File: src/rtl/decode_stage_pkg.sv
// Shared opcode/ALUOp encodings and control-bundle bit positions for the ID stage.
package decode_stage_pkg;

    localparam logic [5:0] OP_RTYPE = 6'h00;
    localparam logic [5:0] OP_LW    = 6'h23;
    localparam logic [5:0] OP_SW    = 6'h2B;
    localparam logic [5:0] OP_BEQ   = 6'h04;

    localparam logic [1:0] ALUOP_ADD   = 2'b00;
    localparam logic [1:0] ALUOP_SUB   = 2'b01;
    localparam logic [1:0] ALUOP_FUNCT = 2'b10;

    // wb bundle = {RegWrite, MemtoReg}
    localparam int WB_REGWRITE = 1;
    localparam int WB_MEMTOREG = 0;
    // m bundle = {Branch, MemRead, MemWrite}
    localparam int M_BRANCH   = 2;
    localparam int M_MEMREAD  = 1;
    localparam int M_MEMWRITE = 0;
    // ex bundle = {RegDst, ALUOp[1:0], ALUSrc}
    localparam int EX_REGDST   = 3;
    localparam int EX_ALUOP_HI = 2;
    localparam int EX_ALUOP_LO = 1;
    localparam int EX_ALUSRC   = 0;

endpackage

File: src/rtl/decode_stage_reg_file.sv
// 2R/1W register file with $0 hard-wired to zero and write-before-read bypass.
module decode_stage_reg_file #(
    parameter int DATA_W     = 32,
    parameter int REG_ADDR_W = 5,
    parameter int NUM_REGS   = 32
) (
    input  logic                  clk,
    input  logic                  rst,
    input  logic                  we_i,
    input  logic [REG_ADDR_W-1:0] waddr_i,
    input  logic [DATA_W-1:0]     wdata_i,
    input  logic [REG_ADDR_W-1:0] raddr1_i,
    input  logic [REG_ADDR_W-1:0] raddr2_i,
    output logic [DATA_W-1:0]     rdata1_o,
    output logic [DATA_W-1:0]     rdata2_o
);

    logic [DATA_W-1:0] mem_q [NUM_REGS];
    logic              wr_en;

    assign wr_en = we_i && (waddr_i != '0);

    always_ff @(posedge clk or posedge rst) begin
        if (rst) begin
            for (int i = 0; i < NUM_REGS; i++) mem_q[i] <= '0;
        end else if (wr_en) begin
            mem_q[waddr_i] <= wdata_i;
        end
    end

    // Bypass lets ID/EX capture the value being written back this same edge.
    always_comb begin
        rdata1_o = '0;
        rdata2_o = '0;
        if (raddr1_i != '0) rdata1_o = (wr_en && waddr_i == raddr1_i) ? wdata_i : mem_q[raddr1_i];
        if (raddr2_i != '0) rdata2_o = (wr_en && waddr_i == raddr2_i) ? wdata_i : mem_q[raddr2_i];
    end

endmodule

File: src/rtl/decode_stage.sv
// ID stage: control decode, register read, sign-extend, registered into ID/EX.
module decode_stage
    import decode_stage_pkg::*;
#(
    parameter int DATA_W     = 32,
    parameter int REG_ADDR_W = 5,
    parameter int NUM_REGS   = 32
) (
    input  logic                  clk,
    input  logic                  rst,
    input  logic [31:0]           if_id_instr,
    input  logic [DATA_W-1:0]     if_id_npc,
    input  logic                  wb_reg_write,
    input  logic [REG_ADDR_W-1:0] wb_write_reg,
    input  logic [DATA_W-1:0]     wb_write_data,
    output logic [1:0]            id_ex_wb,
    output logic [2:0]            id_ex_m,
    output logic [3:0]            id_ex_ex,
    output logic [DATA_W-1:0]     id_ex_npc,
    output logic [DATA_W-1:0]     id_ex_rd1,
    output logic [DATA_W-1:0]     id_ex_rd2,
    output logic [DATA_W-1:0]     id_ex_imm,
    output logic [REG_ADDR_W-1:0] id_ex_rt,
    output logic [REG_ADDR_W-1:0] id_ex_rd
);

    logic [5:0]            opcode;
    logic [1:0]            wb_d, wb_q;
    logic [2:0]            m_d, m_q;
    logic [3:0]            ex_d, ex_q;
    logic [DATA_W-1:0]     rd1_d, rd2_d, imm_d;
    logic [DATA_W-1:0]     npc_q, rd1_q, rd2_q, imm_q;
    logic [REG_ADDR_W-1:0] rt_q, rd_q;

    assign opcode = if_id_instr[31:26];

    always_comb begin
        wb_d = '0;
        m_d  = '0;
        ex_d = '0;
        case (opcode)
            OP_RTYPE: begin
                ex_d[EX_REGDST]                = 1'b1;
                ex_d[EX_ALUOP_HI:EX_ALUOP_LO]  = ALUOP_FUNCT;
                wb_d[WB_REGWRITE]              = 1'b1;
            end
            OP_LW: begin
                ex_d[EX_ALUOP_HI:EX_ALUOP_LO]  = ALUOP_ADD;
                ex_d[EX_ALUSRC]                = 1'b1;
                m_d[M_MEMREAD]                 = 1'b1;
                wb_d[WB_REGWRITE]              = 1'b1;
                wb_d[WB_MEMTOREG]              = 1'b1;
            end
            OP_SW: begin
                ex_d[EX_ALUOP_HI:EX_ALUOP_LO]  = ALUOP_ADD;
                ex_d[EX_ALUSRC]                = 1'b1;
                m_d[M_MEMWRITE]                = 1'b1;
            end
            OP_BEQ: begin
                ex_d[EX_ALUOP_HI:EX_ALUOP_LO]  = ALUOP_SUB;
                m_d[M_BRANCH]                  = 1'b1;
            end
            default: ;
        endcase
    end

    assign imm_d = {{(DATA_W-16){if_id_instr[15]}}, if_id_instr[15:0]};

    decode_stage_reg_file #(
        .DATA_W    (DATA_W),
        .REG_ADDR_W(REG_ADDR_W),
        .NUM_REGS  (NUM_REGS)
    ) u_reg_file (
        .clk     (clk),
        .rst     (rst),
        .we_i    (wb_reg_write),
        .waddr_i (wb_write_reg),
        .wdata_i (wb_write_data),
        .raddr1_i(if_id_instr[25:21]),
        .raddr2_i(if_id_instr[20:16]),
        .rdata1_o(rd1_d),
        .rdata2_o(rd2_d)
    );

    always_ff @(posedge clk or posedge rst) begin
        if (rst) begin
            wb_q  <= '0;
            m_q   <= '0;
            ex_q  <= '0;
            npc_q <= '0;
            rd1_q <= '0;
            rd2_q <= '0;
            imm_q <= '0;
            rt_q  <= '0;
            rd_q  <= '0;
        end else begin
            wb_q  <= wb_d;
            m_q   <= m_d;
            ex_q  <= ex_d;
            npc_q <= if_id_npc;
            rd1_q <= rd1_d;
            rd2_q <= rd2_d;
            imm_q <= imm_d;
            rt_q  <= if_id_instr[20:16];
            rd_q  <= if_id_instr[15:11];
        end
    end

    assign id_ex_wb  = wb_q;
    assign id_ex_m   = m_q;
    assign id_ex_ex  = ex_q;
    assign id_ex_npc = npc_q;
    assign id_ex_rd1 = rd1_q;
    assign id_ex_rd2 = rd2_q;
    assign id_ex_imm = imm_q;
    assign id_ex_rt  = rt_q;
    assign id_ex_rd  = rd_q;

endmodule

File: config.mk
export PLATFORM = sky130hd
export DESIGN_NAME = decode_stage
export DESIGN_NICKNAME = d
export VERILOG_FILES = /design/src/rtl/decode_stage_pkg.sv /design/src/rtl/decode_stage_reg_file.sv /design/src/rtl/decode_stage.sv
export SDC_FILE = /design/constraint.sdc
export NUM_CORES = 2
export LEC_CHECK = 0
export BUFFER_PORTS_ARGS = -buffer_cell sky130_fd_sc_hd__buf_4
export CAP_MARGIN = 20
export CORE_UTILIZATION = 35
export CTS_BUF_LIST = sky130_fd_sc_hd__clkbuf_16
export CTS_CLUSTER_DIAMETER = 30
export DETAILED_ROUTE_END_ITERATION = 10
export GPL_ROUTABILITY_DRIVEN = 0
export SETUP_SLACK_MARGIN = 0.2
export SLEW_MARGIN = 40
export SYNTH_ARGS = -nofsm -noshare
export SYNTH_HDL_FRONTEND = slang
export SYNTH_SLANG_ARGS = --single-unit
export TNS_END_PERCENT = 50
File: constraint.sdc
create_clock -name clk -period 57.9 [get_ports clk]
set_input_delay 2.895 -clock clk [delete_from_list [all_inputs] [get_ports clk]]
set_output_delay 2.895 -clock clk [all_outputs]
set_load 0.005 [all_outputs]
# Word level (Yosys, flattened, before mapping)
# Cells that the tools add are included.
# totals
latch_bits	0
mem_bits_ro	0
input_bits	104
mem_count	0
out_inout_bits	147
ramBits	0
reg_bits	1155
# op_classes
bitwise	3
reduce_logical	10
n_mux	20
n_div	0
order_cmp	4
addsub	0
eq_ne	5
n_shift	0
multipliers	0
# op_table
operator	count
1024-bit bitwise mux	1
32-bit binary-select mux with 5-bit select	2
32-bit 2-to-1 mux	9
32-bit demux with 5-bit select	1
6-bit >= comparator, second input constant	3
5-bit NOT with 6-bit output	3
5-bit nonzero test	3
6-bit == test, second input constant	2
5-bit == test	2
6-bit by 3-bit == test with 1-bit output, second input constant	1
6-bit logical NOT	1
6-bit by 1-bit < comparator with 1-bit output, second input constant	1
1-bit 2-to-1 mux	6
1-bit logical AND	4
2-bit one-hot mux with 2 select lines	1
2-bit OR reduction	2

# Depth between registers and ports, before layout
# depth
depth_word	6
ltp_mapped	10
depth_no_buf	5

# By module
# A second synthesis with hierarchy kept.
# unflattened
hier_cells	4033
area_unflattened_um2	58816.4
# by_module_without_submodules
mod	area_each_um2	cells_per_inst	seq_area_each_um2	instances
decode_stage_reg_file	55454.4	3874	25624.6	1
decode_stage	3362.0	159	3103.0	1

# Worst setup path before layout
# OpenSTA, ideal clock, no wires.
# synth_timing
path_type	input to register
from	in if_id_instr[21]
to	reg rd1_q[10], in the netlist id_ex_rd1[10]
setup_time_ns	0.124
setup_slack_ns	53.267
t_arrival_ns	4.509
required_ns	57.776
path_stages	7
cell_sequence	buf_4 > buf_6 > buf_2 > mux4_2 > a22oi_1 > a21oi_1 > a211o_1
# synth_via
elab_chain_len	6
elab_cells_between_ends	9
classes_between	eq/ne (1); mux (5); bitwise (1); reduce/logical (2)
# synth_rtl
element	line	text
start: declaration	decode_stage.sv:11	input logic [31:0] if_id_instr,
5-bit NOT with 6-bit output (not written as such)	decode_stage_reg_file.sv:35	if (raddr1_i != '0) rdata1_o = (wr_en && waddr_i == raddr1_i) ? wdata_i : mem_q[raddr1_i];
32-bit binary-select mux with 5-bit select	decode_stage_reg_file.sv:35	
32-bit 2-to-1 mux (not written as such) (2 in series)	decode_stage_reg_file.sv:35	
32-bit 2-to-1 mux	decode_stage_reg_file.sv:35	
32-bit 2-to-1 mux *	decode_stage_reg_file.sv:35	
via rd1_d[10]	decode_stage.sv:31	logic [DATA_W-1:0] rd1_d, rd2_d, imm_d;
end signal: assignment	decode_stage.sv:101	rd1_q <= rd1_d;
end: declaration	decode_stage.sv:32	logic [DATA_W-1:0] npc_q, rd1_q, rd2_q, imm_q;
# Mark *: on every way through the listed nets, which the timed path passes. The rest lies on a longest branch. The select of a mux whose other input is x is not followed.
# A chain may end at the register's enable or synchronous reset.

# Worst setup path in the final report
# layout_timing
from	in if_id_instr[22]
to	reg rd1_q[4], in the netlist id_ex_rd1[4]
# Same word-level chain as after synthesis.

==> run summary <==
The type of element capturing the critical path is a register. TritonCTS built the clock tree. The path class of the tightest hold or removal check is reg -> reg. Leaving out fill and tap cells, the most frequent cell in the layout is dfrtp_1. In this run the register-to-register setup slack is 55,920 ps. The top cell types in the final layout, fill and taps aside, are 1,148 x dfrtp_1, 963 x mux2_2, 340 x mux4_2. The residual overflow from global routing came out at 0. The core footprint is 0.168 mm^2. From left edge to right edge, the die measures 413 um. The worst max-slew margin expressed relative to the limit is 37.1%. The boundary pin count came out at 251. The worst-skew pair later-pin latency is 920 ps. The number of buffers on the longest clock path came out at 4. The total of max-cap violations is 0. The die covers 0.171 mm^2. The number of optimization iterations in the first detailed-route pass came out at 5.

The number of input and output port buffers inserted is 250. The total number of yosys warnings is 0. The sequential-to-total area share from yosys stat is 48.5%. The count of cell types in the netlist came out at 70. The post-detailed-route count of antenna-violating nets is 0. The violation count after the first detailed-route iteration is 4,354. The post-synthesis net count came out at 4,374.

Tracing the worst setup path back leads to its startpoint at if_id_instr[22]. The routed length per instance came out at 30.9 um. The number of filler cells placed in the layout came out at 14,900. The number of pins with negative max-slew slack in the final report came out at 0. In this run, post-CTS hold repair placed 0 buffers. The via count of the first global-routing pass is 42,600.

The number of H-tree levels is 5. STA classifies the critical path startpoint as an input pin. The routed via count is 41,700. The number of hold violations in the final report is 0. The leakage component of the power came out at 0.0324 uW. The area of the mapped netlist is 0.0592 mm^2. The power per unit of standard cell area is 43.7 mW/mm^2. Measured in cells, the most critical reg-to-reg path has a length of 4.

The final hold slack came out at 389 ps. The clock tree skew after final layout came out at 64.1 ps. At the worst endpoint, the required time is 58,700 ps.

The number of vias per cell after detailed routing is 6.03. The share of flip-flops with an asynchronous set or reset after synthesis is 100%. The endpoint of the worst-slack reg-to-reg timing path is id_ex_rd2[27].

The number of flops mapped to enable cells by yosys came out at 0. The area of all placed cells without fillers came out at 0.0731 mm^2. For the pin with the worst max-slew slack, the measured transition is 942 ps. The site row count is 150.

The initial antenna violation count came out at 11. The cell sitting at the root of the clock tree is a clkbuf_16. The post-route clock period utilization is 10.0%. Summed over all nets, the half-perimeter wirelength after detailed placement is 124,000 um.

The clock slew at the register clock pins of the worst setup and hold paths came out at 40 ps. The residual DRC count came out at 0. The critical path in this run is classified as in -> reg. The fmax came out at 0.172 GHz. The total of flip-flops plus latches after synthesis is 1,148.

The synthesized instance count came out at 4,270. The post-CTS setup buffer count is 0. The total number of clock tree sinks came out at 1,148. The worst register-to-register path begins at u_reg_file.mem_q[59].

Entering global routing, the biggest net connects 127 pins. Setup repair after global routing left no endpoint under its margin. For this block, the routed nets add up to 214,000 um of wire.

The mean instance size in the synthesized netlist is 13.9 um^2. In this run the vertical extent of the chip is 413 um. The setup violation total in the final timing report came out at 0. The number of instances resized during post-cts repair is 0. For this configuration, the core starts out at a cell density of 35.3%. Data arrives at the worst endpoint at 6600 ps.

Of the cells placed in the final design, the portion with a size suffix greater than 1 is 47.0%. The setup TNS after final layout came out at 0 ps. Of all nets on the critical path, the largest fanout is 86. The most critical setup path has its endpoint at id_ex_rd1[4].

The worst hold path stage count came out at 0. The worst path needs 5800 ps of the cycle, external delays included. The global-route wire length before repair came out at 308,000 um.

The run finished with clean final reports. The most used flip-flop cell after synthesis is dfrtp_1. The CTS buffer count is 323. The synthesis-to-layout area growth came out at 23.6%. The overall track demand over capacity in global routing is 24.9%. The worst supply voltage drop on vdd came out at 0.0000322 V. The net count of the finished layout is 4,585.

The cell area reported after detailed placement is 0.0627 mm^2.
-- cell families (layout without fill, tap and decap cells) --
kind of cell / after synthesis / in the layout / share of synthesized area (%)
AOI/OAI and AO/OA: 559 / 559 / 6.55
xor gates and xnor gates: 10 / 10 / 0.148
buffers and inverters: 504 / 943 / 4.43
DFF: 1148 / 1148 / 48.5
muxes: 1620 / 1620 / 36.6
other: 0 / 8 / 0
and+or+nand+nor: 429 / 429 / 3.70
-- report_power, final --
group / switching, uW / leakage, uW / internal, uW / total, uW
Combinational: 186 / 0.0125 / 246 / 432
Sequential: 113 / 0.0147 / 950 / 1060
Clock: 515 / 0.00520 / 1190 / 1700
Total: 814 / 0.0324 / 2380 / 3200
-- per-stage QoR --
stage | worst slack, ps | total power (uW) | instances | util, %
floorplan | 22670 | 1360 | 4270 | -
global placement | 50530 | 1480 | 6347 | 37.2
detailed placement | 50920 | 1500 | 6358 | 37.4
CTS | 51840 | 3210 | 6911 | 43.6
global route | 51840 | 3310 | 6916 | 43.6
finish | 52100 | 3200 | 6921 | 43.6
-- layer usage --
metal  routed length (um)  GRT usage [%]
met5                   34              0
met4                 9080           10.9
met3                17100           5.59
met2                99200           38.8
met1                88400           33.2
-- Yosys cell counts (38+ instances only) --
| cell | count | share of area, % |
|---|---|---|
| nand2_1 | 135 | 0.86 |
| a221oi_1 | 75 | 1.1 |
| o22ai_1 | 50 | 0.53 |
| nor2b_1 | 38 | 0.40 |
| mux2_2 | 963 | 18 |
| a22oi_1 | 42 | 0.53 |
| mux4_2 | 340 | 13 |
| nor3_1 | 53 | 0.45 |
| mux2i_1 | 316 | 5.3 |
| a21oi_1 | 70 | 0.59 |
| buf_4 | 68 | 0.86 |
| clkbuf_1 | 218 | 1.4 |
| nor2_1 | 94 | 0.60 |
| o21ai_0 | 155 | 1.3 |
| buf_2 | 151 | 1.3 |
| dfrtp_1 | 1148 | 49 |
-- cell type report --
class / count / area [um^2] / area share (%)
multi-input cells: 2618 / 28100 / 38.4
inverters: 22 / 97.6 / 0.133
clock buffers: 330 / 8260 / 11.3
well taps: 2204 / 2760 / 3.77
clock inverters: 223 / 2110 / 2.88
flip-flops and latches: 1148 / 28700 / 39.3
diodes: 8 / 20.0 / 0.0274
repair buffers: 368 / 3080 / 4.21
-- registers in the layout, indices dropped and copies added, names as in the netlist --
signal and flops:
id_ex_rd1 32, id_ex_rt 5, id_ex_ex 3, id_ex_rd2 32, id_ex_npc 32, id_ex_wb 1
id_ex_imm 12, id_ex_rd 4, id_ex_m 3, u_reg_file.mem_q 1024
-- worst min path at each step --
stage | from | end | slack [ps]
5_1_grt | u_reg_file.mem_q[1007] | u_reg_file.mem_q[1007] | 400
3_3_place_gp | u_reg_file.mem_q[1013] | u_reg_file.mem_q[1013] | 380
2_1_floorplan | u_reg_file.mem_q[1003] | u_reg_file.mem_q[1003] | 440
4_1_cts | u_reg_file.mem_q[995] | u_reg_file.mem_q[995] | 390
6_report | u_reg_file.mem_q[993] | u_reg_file.mem_q[993] | 390
3_5_place_dp | u_reg_file.mem_q[993] | u_reg_file.mem_q[993] | 380
-- worst max-delay path: stages --
cell	delay [ps]
buf_8	380
buf_12	580
buf_4	750
xnor2_1	190
nand4_1	210
nor2_2	780
buf_4	470
a211oi_1	110
nor2_1	140
Power figures use the tool's default switching activity.
